$ cat config.mk
export PLATFORM = sky130hd
export DESIGN_NAME = cfeb_rdout_seq_flat
export DESIGN_NICKNAME = d
export VERILOG_FILES = /design/src/rtl/cfeb_rdout_seq_if.sv /design/src/rtl/cfeb_rdout_seq.sv /design/src/flat_wrapper.sv
export SDC_FILE = /design/constraint.sdc
export NUM_CORES = 1
export LEC_CHECK = 0
export CAP_MARGIN = 20
export CORE_MARGIN = 2
export CORE_UTILIZATION = 40
export CTS_BUF_LIST = sky130_fd_sc_hd__clkbuf_8
export CTS_CLUSTER_DIAMETER = 100
export DETAILED_ROUTE_END_ITERATION = 10
export GPL_ROUTABILITY_DRIVEN = 1
export GPL_TIMING_DRIVEN = 0
export PLACE_DENSITY = 0.66
export RECOVER_POWER = 100
export SETUP_SLACK_MARGIN = 0.5
export SLEW_MARGIN = 20
export SYNTH_ARGS = -nofsm -noshare
export SYNTH_HDL_FRONTEND = slang
export SYNTH_SLANG_ARGS = --single-unit
$ cat constraint.sdc
create_clock -name CLK -period 2.14 [get_ports CLK]
set_input_delay 0.321 -clock CLK [delete_from_list [all_inputs] [get_ports CLK]]
set_output_delay 0.321 -clock CLK [all_outputs]
set_load 0.02 [all_outputs]
$ cat src/rtl/cfeb_rdout_seq_if.sv
// cfeb_rdout_seq_if: request/handshake bundle between the readout
// request logic, the CPLD clock/push control block and the sequencer.
interface cfeb_rdout_seq_if #(
  parameter int NSAMP_W = 5
);
  logic               REQ;
  logic [NSAMP_W-1:0] NSAMP;
  logic               HOLD;
  logic [5:0]         OEN_B;
  logic               XLOAD;
  logic               PUSH;
  logic               SENDCHECK;
  logic               LASTWORD;
  logic               BUSY;
  logic               DONE;
  logic               ERR;
  logic [NSAMP_W-1:0] SMP_CNT;

  modport master (
    output REQ,
    output NSAMP,
    output HOLD,
    output OEN_B,
    input  XLOAD,
    input  PUSH,
    input  SENDCHECK,
    input  LASTWORD,
    input  BUSY,
    input  DONE,
    input  ERR,
    input  SMP_CNT
  );

  modport slave (
    input  REQ,
    input  NSAMP,
    input  HOLD,
    input  OEN_B,
    output XLOAD,
    output PUSH,
    output SENDCHECK,
    output LASTWORD,
    output BUSY,
    output DONE,
    output ERR,
    output SMP_CNT
  );
endinterface

$ cat src/rtl/cfeb_rdout_seq.sv
// cfeb_rdout_seq: CFEB readout sequencer (XLOAD, PUSH, SENDCHECK, LASTWORD).
// Define CFEB_RDSEQ_CHECK_EN to append the check-word frame before LASTWORD.
module cfeb_rdout_seq #(
  parameter int NSAMP_W = 5,
  parameter int NPHASE  = 6,
  parameter int WDOG    = 15
) (
  input  logic            CLK,
  input  logic            RST,
  cfeb_rdout_seq_if.slave bus
);

  localparam int WD_W = $clog2(WDOG + 1);
  localparam logic [WD_W-1:0] WD_MAX = WD_W'(WDOG - 1);

`ifdef CFEB_RDSEQ_CHECK_EN
  typedef enum logic [2:0] {
    S_IDLE, S_LOAD, S_WAIT, S_XFER, S_LAST, S_FIN, S_CHECK
  } state_t;
`else
  typedef enum logic [2:0] {
    S_IDLE, S_LOAD, S_WAIT, S_XFER, S_LAST, S_FIN
  } state_t;
`endif

  state_t             state_q, state_d;
  logic [NSAMP_W-1:0] nreq_q, nreq_d;
  logic [NSAMP_W-1:0] cnt_q, cnt_d;
  logic [WD_W-1:0]    wd_q, wd_d;
  logic               xload_q, xload_d;
  logic               push_q, push_d;
  logic               lastword_q, lastword_d;
  logic               busy_q, busy_d;
  logic               done_q, done_d;
  logic               err_q, err_d;

  logic            fb, ls;
  logic            wd_hit;
  logic            abort;
  logic [WD_W-1:0] wd_nxt;
  logic            unused_oen;

  // Decode uses the raw bits; a malformed OEN_B is left to the watchdog.
  assign fb         = ~bus.OEN_B[NPHASE-1];
  assign ls         = ~bus.OEN_B[0];
  assign unused_oen = ^bus.OEN_B[NPHASE-2:1];

  assign wd_hit = ~fb & (wd_q == WD_MAX);
  assign wd_nxt = fb ? '0 : wd_q + WD_W'(1);

  always_comb begin
    state_d = state_q;
    nreq_d  = nreq_q;
    cnt_d   = cnt_q;
    wd_d    = wd_q;
    abort   = 1'b0;
    unique case (state_q)
      S_IDLE: begin
        if (bus.REQ && bus.NSAMP != '0) begin
          nreq_d  = bus.NSAMP;
          cnt_d   = '0;
          state_d = S_LOAD;
        end
      end
      S_LOAD: begin
        wd_d    = '0;
        state_d = S_WAIT;
      end
      S_WAIT: begin
        wd_d  = wd_nxt;
        abort = wd_hit;
        if (fb && !bus.HOLD) begin
          state_d = S_XFER;
        end
      end
      S_XFER: begin
        wd_d  = wd_nxt;
        abort = wd_hit;
        if (ls && cnt_q < nreq_q) begin
          cnt_d = cnt_q + NSAMP_W'(1);
        end
        // Frame decisions land on the boundary so PUSH covers whole frames.
        if (fb) begin
          if (cnt_q == nreq_q) begin
`ifdef CFEB_RDSEQ_CHECK_EN
            state_d = S_CHECK;
`else
            state_d = S_LAST;
`endif
          end else if (bus.HOLD) begin
            state_d = S_WAIT;
          end
        end
      end
`ifdef CFEB_RDSEQ_CHECK_EN
      S_CHECK: begin
        wd_d  = wd_nxt;
        abort = wd_hit;
        if (fb) begin
          state_d = S_LAST;
        end
      end
`endif
      S_LAST: begin
        state_d = S_FIN;
      end
      S_FIN: begin
        state_d = S_IDLE;
      end
      default: begin
        state_d = S_IDLE;
      end
    endcase
    if (abort) begin
      state_d = S_IDLE;
    end
  end

  always_comb begin
    xload_d    = (state_d == S_LOAD);
    lastword_d = (state_d == S_LAST);
    done_d     = (state_d == S_FIN);
    busy_d     = (state_d != S_IDLE) && (state_d != S_FIN);
    err_d      = abort | (bus.REQ & (state_q != S_IDLE));
`ifdef CFEB_RDSEQ_CHECK_EN
    push_d     = (state_d == S_XFER) || (state_d == S_CHECK);
`else
    push_d     = (state_d == S_XFER);
`endif
  end

`ifdef CFEB_RDSEQ_CHECK_EN
  logic sendcheck_q, sendcheck_d;

  assign sendcheck_d   = (state_d == S_CHECK);
  assign bus.SENDCHECK = sendcheck_q;

  always_ff @(posedge CLK or posedge RST) begin
    if (RST) begin
      sendcheck_q <= 1'b0;
    end else begin
      sendcheck_q <= sendcheck_d;
    end
  end
`else
  assign bus.SENDCHECK = 1'b0;
`endif

  always_ff @(posedge CLK or posedge RST) begin
    if (RST) begin
      state_q    <= S_IDLE;
      nreq_q     <= '0;
      cnt_q      <= '0;
      wd_q       <= '0;
      xload_q    <= 1'b0;
      push_q     <= 1'b0;
      lastword_q <= 1'b0;
      busy_q     <= 1'b0;
      done_q     <= 1'b0;
      err_q      <= 1'b0;
    end else begin
      state_q    <= state_d;
      nreq_q     <= nreq_d;
      cnt_q      <= cnt_d;
      wd_q       <= wd_d;
      xload_q    <= xload_d;
      push_q     <= push_d;
      lastword_q <= lastword_d;
      busy_q     <= busy_d;
      done_q     <= done_d;
      err_q      <= err_d;
    end
  end

  assign bus.XLOAD    = xload_q;
  assign bus.PUSH     = push_q;
  assign bus.LASTWORD = lastword_q;
  assign bus.BUSY     = busy_q;
  assign bus.DONE     = done_q;
  assign bus.ERR      = err_q;
  assign bus.SMP_CNT  = cnt_q;

endmodule

$ cat src/flat_wrapper.sv
// flat-port wrapper written by rule: the top's interface ports become plain ports
module cfeb_rdout_seq_flat 
#(
  parameter int NSAMP_W = 5,
  parameter int NPHASE  = 6,
  parameter int WDOG    = 15
)
  (CLK, RST, bus_REQ, bus_NSAMP, bus_HOLD, bus_OEN_B, bus_XLOAD, bus_PUSH, bus_SENDCHECK, bus_LASTWORD, bus_BUSY, bus_DONE, bus_ERR, bus_SMP_CNT);
  cfeb_rdout_seq_if #(.NSAMP_W(NSAMP_W)) bus_i ();
  input  logic CLK;
  input  logic RST;
  input wire logic [$bits(bus_i.REQ)-1:0] bus_REQ;
  input wire logic [$bits(bus_i.NSAMP)-1:0] bus_NSAMP;
  input wire logic [$bits(bus_i.HOLD)-1:0] bus_HOLD;
  input wire logic [$bits(bus_i.OEN_B)-1:0] bus_OEN_B;
  output wire logic [$bits(bus_i.XLOAD)-1:0] bus_XLOAD;
  output wire logic [$bits(bus_i.PUSH)-1:0] bus_PUSH;
  output wire logic [$bits(bus_i.SENDCHECK)-1:0] bus_SENDCHECK;
  output wire logic [$bits(bus_i.LASTWORD)-1:0] bus_LASTWORD;
  output wire logic [$bits(bus_i.BUSY)-1:0] bus_BUSY;
  output wire logic [$bits(bus_i.DONE)-1:0] bus_DONE;
  output wire logic [$bits(bus_i.ERR)-1:0] bus_ERR;
  output wire logic [$bits(bus_i.SMP_CNT)-1:0] bus_SMP_CNT;
  assign bus_i.REQ = bus_REQ;
  assign bus_i.NSAMP = bus_NSAMP;
  assign bus_i.HOLD = bus_HOLD;
  assign bus_i.OEN_B = bus_OEN_B;
  assign bus_XLOAD = bus_i.XLOAD;
  assign bus_PUSH = bus_i.PUSH;
  assign bus_SENDCHECK = bus_i.SENDCHECK;
  assign bus_LASTWORD = bus_i.LASTWORD;
  assign bus_BUSY = bus_i.BUSY;
  assign bus_DONE = bus_i.DONE;
  assign bus_ERR = bus_i.ERR;
  assign bus_SMP_CNT = bus_i.SMP_CNT;
  cfeb_rdout_seq #(.NSAMP_W(NSAMP_W), .NPHASE(NPHASE), .WDOG(WDOG)) u_core (.CLK(CLK), .RST(RST), .bus(bus_i));
endmodule
==> run_results.csv <==
group,metric,value,unit
sta,fin_crit_sh,0.868,
route,ant_nets,0,
pwr,vdd_drop_max,0.485,mV
setup_path,path_cells,"ha_1 > a211oi_4 > o2111ai_4 > or4_1 > a21oi_1",
yosys,synth_edf_count,0,
placement,hpwl,1.70,mm
cells_and_area,final_cells,179,
sta,tightest_slew,0.878,ns
grt,grt_pass1_wl,4.10,mm
grt,grt_pass1_vias,879,
cells_and_area,antenna_cells,0,
grt,grt_start_max_net_pins,24,
setup_path,startpoint_type,"flip-flop",
yosys,synth_top_area_frac,0.485,
status,status,"finished, final reports clean",
sta,slew_headroom,0.414,
yosys,ys_seq_elements,23,
grt,grt_usage,0.158,
yosys,synth_top_area_cell,"dfrtp_1",
flow_run,maxCapViolations,0,
sta,fin_crit,1.86,ns
setup_path,worstPathMaxFanout,5,
yosys,async_reset_ff_frac,1.00,
yosys,yosys-top-cells-count,"23 x dfrtp_1, 12 x nand2_1, 10 x inv_1",
route,drc,0,
placement,port_buffers,21,
sta,fmax,538,MHz
setup_path,cp.arrival,2.05,ns
setup_path,path_class,"reg2reg",
setup_path,worstSetupEndpointType,"flip-flop",
floorplanning,start_util,0.426,
yosys,synth_area,1190,µm²
route,totalWireLength,2.57,mm
cells_and_area,layout-drive-gt1-share,0.196,
clocking,htreeDepth,1,
route,drtPass1Iterations,4,
cells_and_area,utilization,0.565,
setup_path,worst_path_largest_cell_delay,0.44,ns
cells_and_area,layout.nets,172,
grt,antenna_found_initial,0,
pwr,power_leakage,0.722,nW
sta,slew_violations,0,
setup_path,r2r_cells,5,
sta,hold_violations,0,
clocking,clk_latency,0.26,ns
clocking,root_buffer,"clkbuf_8",
min_path,hp-class,"in2reg",
floorplanning,die_h,58.5,µm
sta,setup_viol,0,
yosys,synth.area.top_cells,"dfrtp_1 49%, ha_1 8.4%, nand2_1 3.8%, inv_1 3.2%, o31ai_1 3.2%",
clocking,path_clk_slew,0.09,ns
yosys,synthDistinctLibCells,33,
placement,place_inst,166,
floorplanning,die_w,58.5,µm
cells_and_area,area_delta_synth_final,32.4,%
clocking,cts_buffers,3,
floorplanning,ios,27,
sta,rsz0062_at_grt,"true",
grt,grt_overflow,0,
route,viasPerCell,5.28,
yosys,syn-num-nets,137,
setup_path,required,2.33,ns
yosys,yosysMostFrequentCell,"dfrtp_1",
floorplanning,num_rows,19,
pwr,powerDensity,788,nW/µm²
floorplanning,core_area,2780,µm²
sta,setup_slack,0.282,ns
clocking,cts_sinks,23,
clocking,cts_tree,"built",
route,wl_met1,1.18,mm
min_path,hold_depth,3,
yosys,yosysWarnings,0,
floorplanning,die_area,3420,µm²
setup_path,crit_path_top_delay_cell,"or4_1",
yosys,seq_area_frac_synth,0.485,
yosys,avgSynthCellArea,10.4,µm²
route,dr_wl_met2,1.26,mm
yosys,syn_inst,114,
placement,place.gp.congestion,0.734,
route,top_layer,"met4",
pwr,p_total,1.24,mW
route,drt_iter0_markers,25,
placement,dp_slack,-0.0129,ns
clocking,clk_path_buf_depth,2,
sta,hold_ws,0.420,ns
sta,finClkSkew,0.0106,ns
route,route.met3.wl,122,µm
route,wl_per_cell,14.4,µm
yosys,synth_ff_type,"dfrtp_1",
route,vias,945,
timing repair:
item / CTS / global route
pin swaps: 6 / 4
gates resized for setup: 11 / 9
setup endpoints to repair: 15 / 17
hold buffers: 0 / 0
buffers inserted: 8 / 1
worst paths after layout:
check / from / end / slack (ns)
hold reg to reg: u_core.nreq_q[0]$_DFFE_PP0P_ / u_core.nreq_q[0]$_DFFE_PP0P_ / 0.53
min in group asynchronous: RST / u_core.nreq_q[3]$_DFFE_PP0P_ / 0.67
hold / removal: bus_NSAMP[3] / u_core.nreq_q[3]$_DFFE_PP0P_ / 0.42
setup / recovery: u_core.bus.SMP_CNT[4]$_DFFE_PP0P_ / u_core.bus.SMP_CNT[4]$_DFFE_PP0P_ / 0.28
setup reg to reg: u_core.bus.SMP_CNT[4]$_DFFE_PP0P_ / u_core.bus.SMP_CNT[4]$_DFFE_PP0P_ / 0.28
max in group asynchronous: RST / u_core.bus.SMP_CNT[2]$_DFFE_PP0P_ / 0.87
registers in the layout, indices dropped and copies added (netlist names):
signal and cells:
u_core.bus.SMP_CNT 5, u_core.nreq_q 5, u_core.wd_q 4, u_core.state_q 3, u_core.bus.BUSY 1, u_core.bus.DONE 1, u_core.bus.ERR 1, u_core.bus.LASTWORD 1
u_core.bus.PUSH 1, u_core.bus.XLOAD 1
cell families (layout without fill, tap and decap cells):
kind of cell | count (synthesis) | after routing | synth area share
AO/OA/AOI/OAI | 27 | 27 | 0.176
multiplexers | 4 | 4 | 0.0348
buffers and inverters | 14 | 48 | 0.0538
AND/OR/NAND/NOR | 37 | 37 | 0.162
other | 1 | 1 | 0.00316
adder cells (fa/ha/maj) | 8 | 8 | 0.0844
flip-flops | 23 | 23 | 0.485
layout by cell type (no fill, tap or decap), types with 2 or more instances in the layout:
cell type and n:
clkbuf_1 7, ha_1 6, nor3_1 2, a21o_1 2, clkdlybuf4s50_1 6, nand3_1 6
or4_1 2, and4_1 2, inv_1 10, dfrtp_2 2, dlygate4sd3_1 7, o21ai_0 7
o31ai_1 5, dlygate4sd2_1 5, dfrtp_1 21, a21oi_1 2, buf_4 7, a211oi_1 2
clkbuf_8 3, nor2_1 4, a21oi_2 2, nand2_1 12, mux2i_1 3
where the power goes:
part,switching [mW],total (mW),internal [mW]
sequential,0.0709,0.565,0.494
clock,0.142,0.272,0.130
combinational,0.216,0.401,0.185
total,0.428,1.24,0.809
critical path, delay by kind of cell (launching register included):
family / cells / cell delay [ns]
AOI/OAI and AO/OA: 3 / 0.60
and+or+nand+nor: 1 / 0.44
DFF: 1 / 0.41
adders and majority gates: 1 / 0.32
per-stage QoR:
step | cell area (µm²) | TNS, ns
after floorplan | 1210 | 0
after global placement | 1460 | -0.0344
after detailed placement | 1460 | -0.0129
after CTS | 1580 | 0
after global routing | 1570 | 0
final | 1570 | 0
area by class of cell:
cell class	instances	area, µm²
Clock buffer	3	41.3
Multi-Input combinational cell	77	602
Fill cell	249	1210
Inverter	11	41.3
Timing Repair Buffer	30	241
Tap cell	31	38.8
Buffer	3	22.5
Clock inverter	1	5.00
Sequential cell	23	578
routing by layer:
layer	up-vias	GRT usage
li1	470	-
met1	457	0.218
met2	16	0.255
met3	2	0.0396
met4	0	0.0299
met5	-	0
No activity file was read; power rests on OpenSTA's default activity.
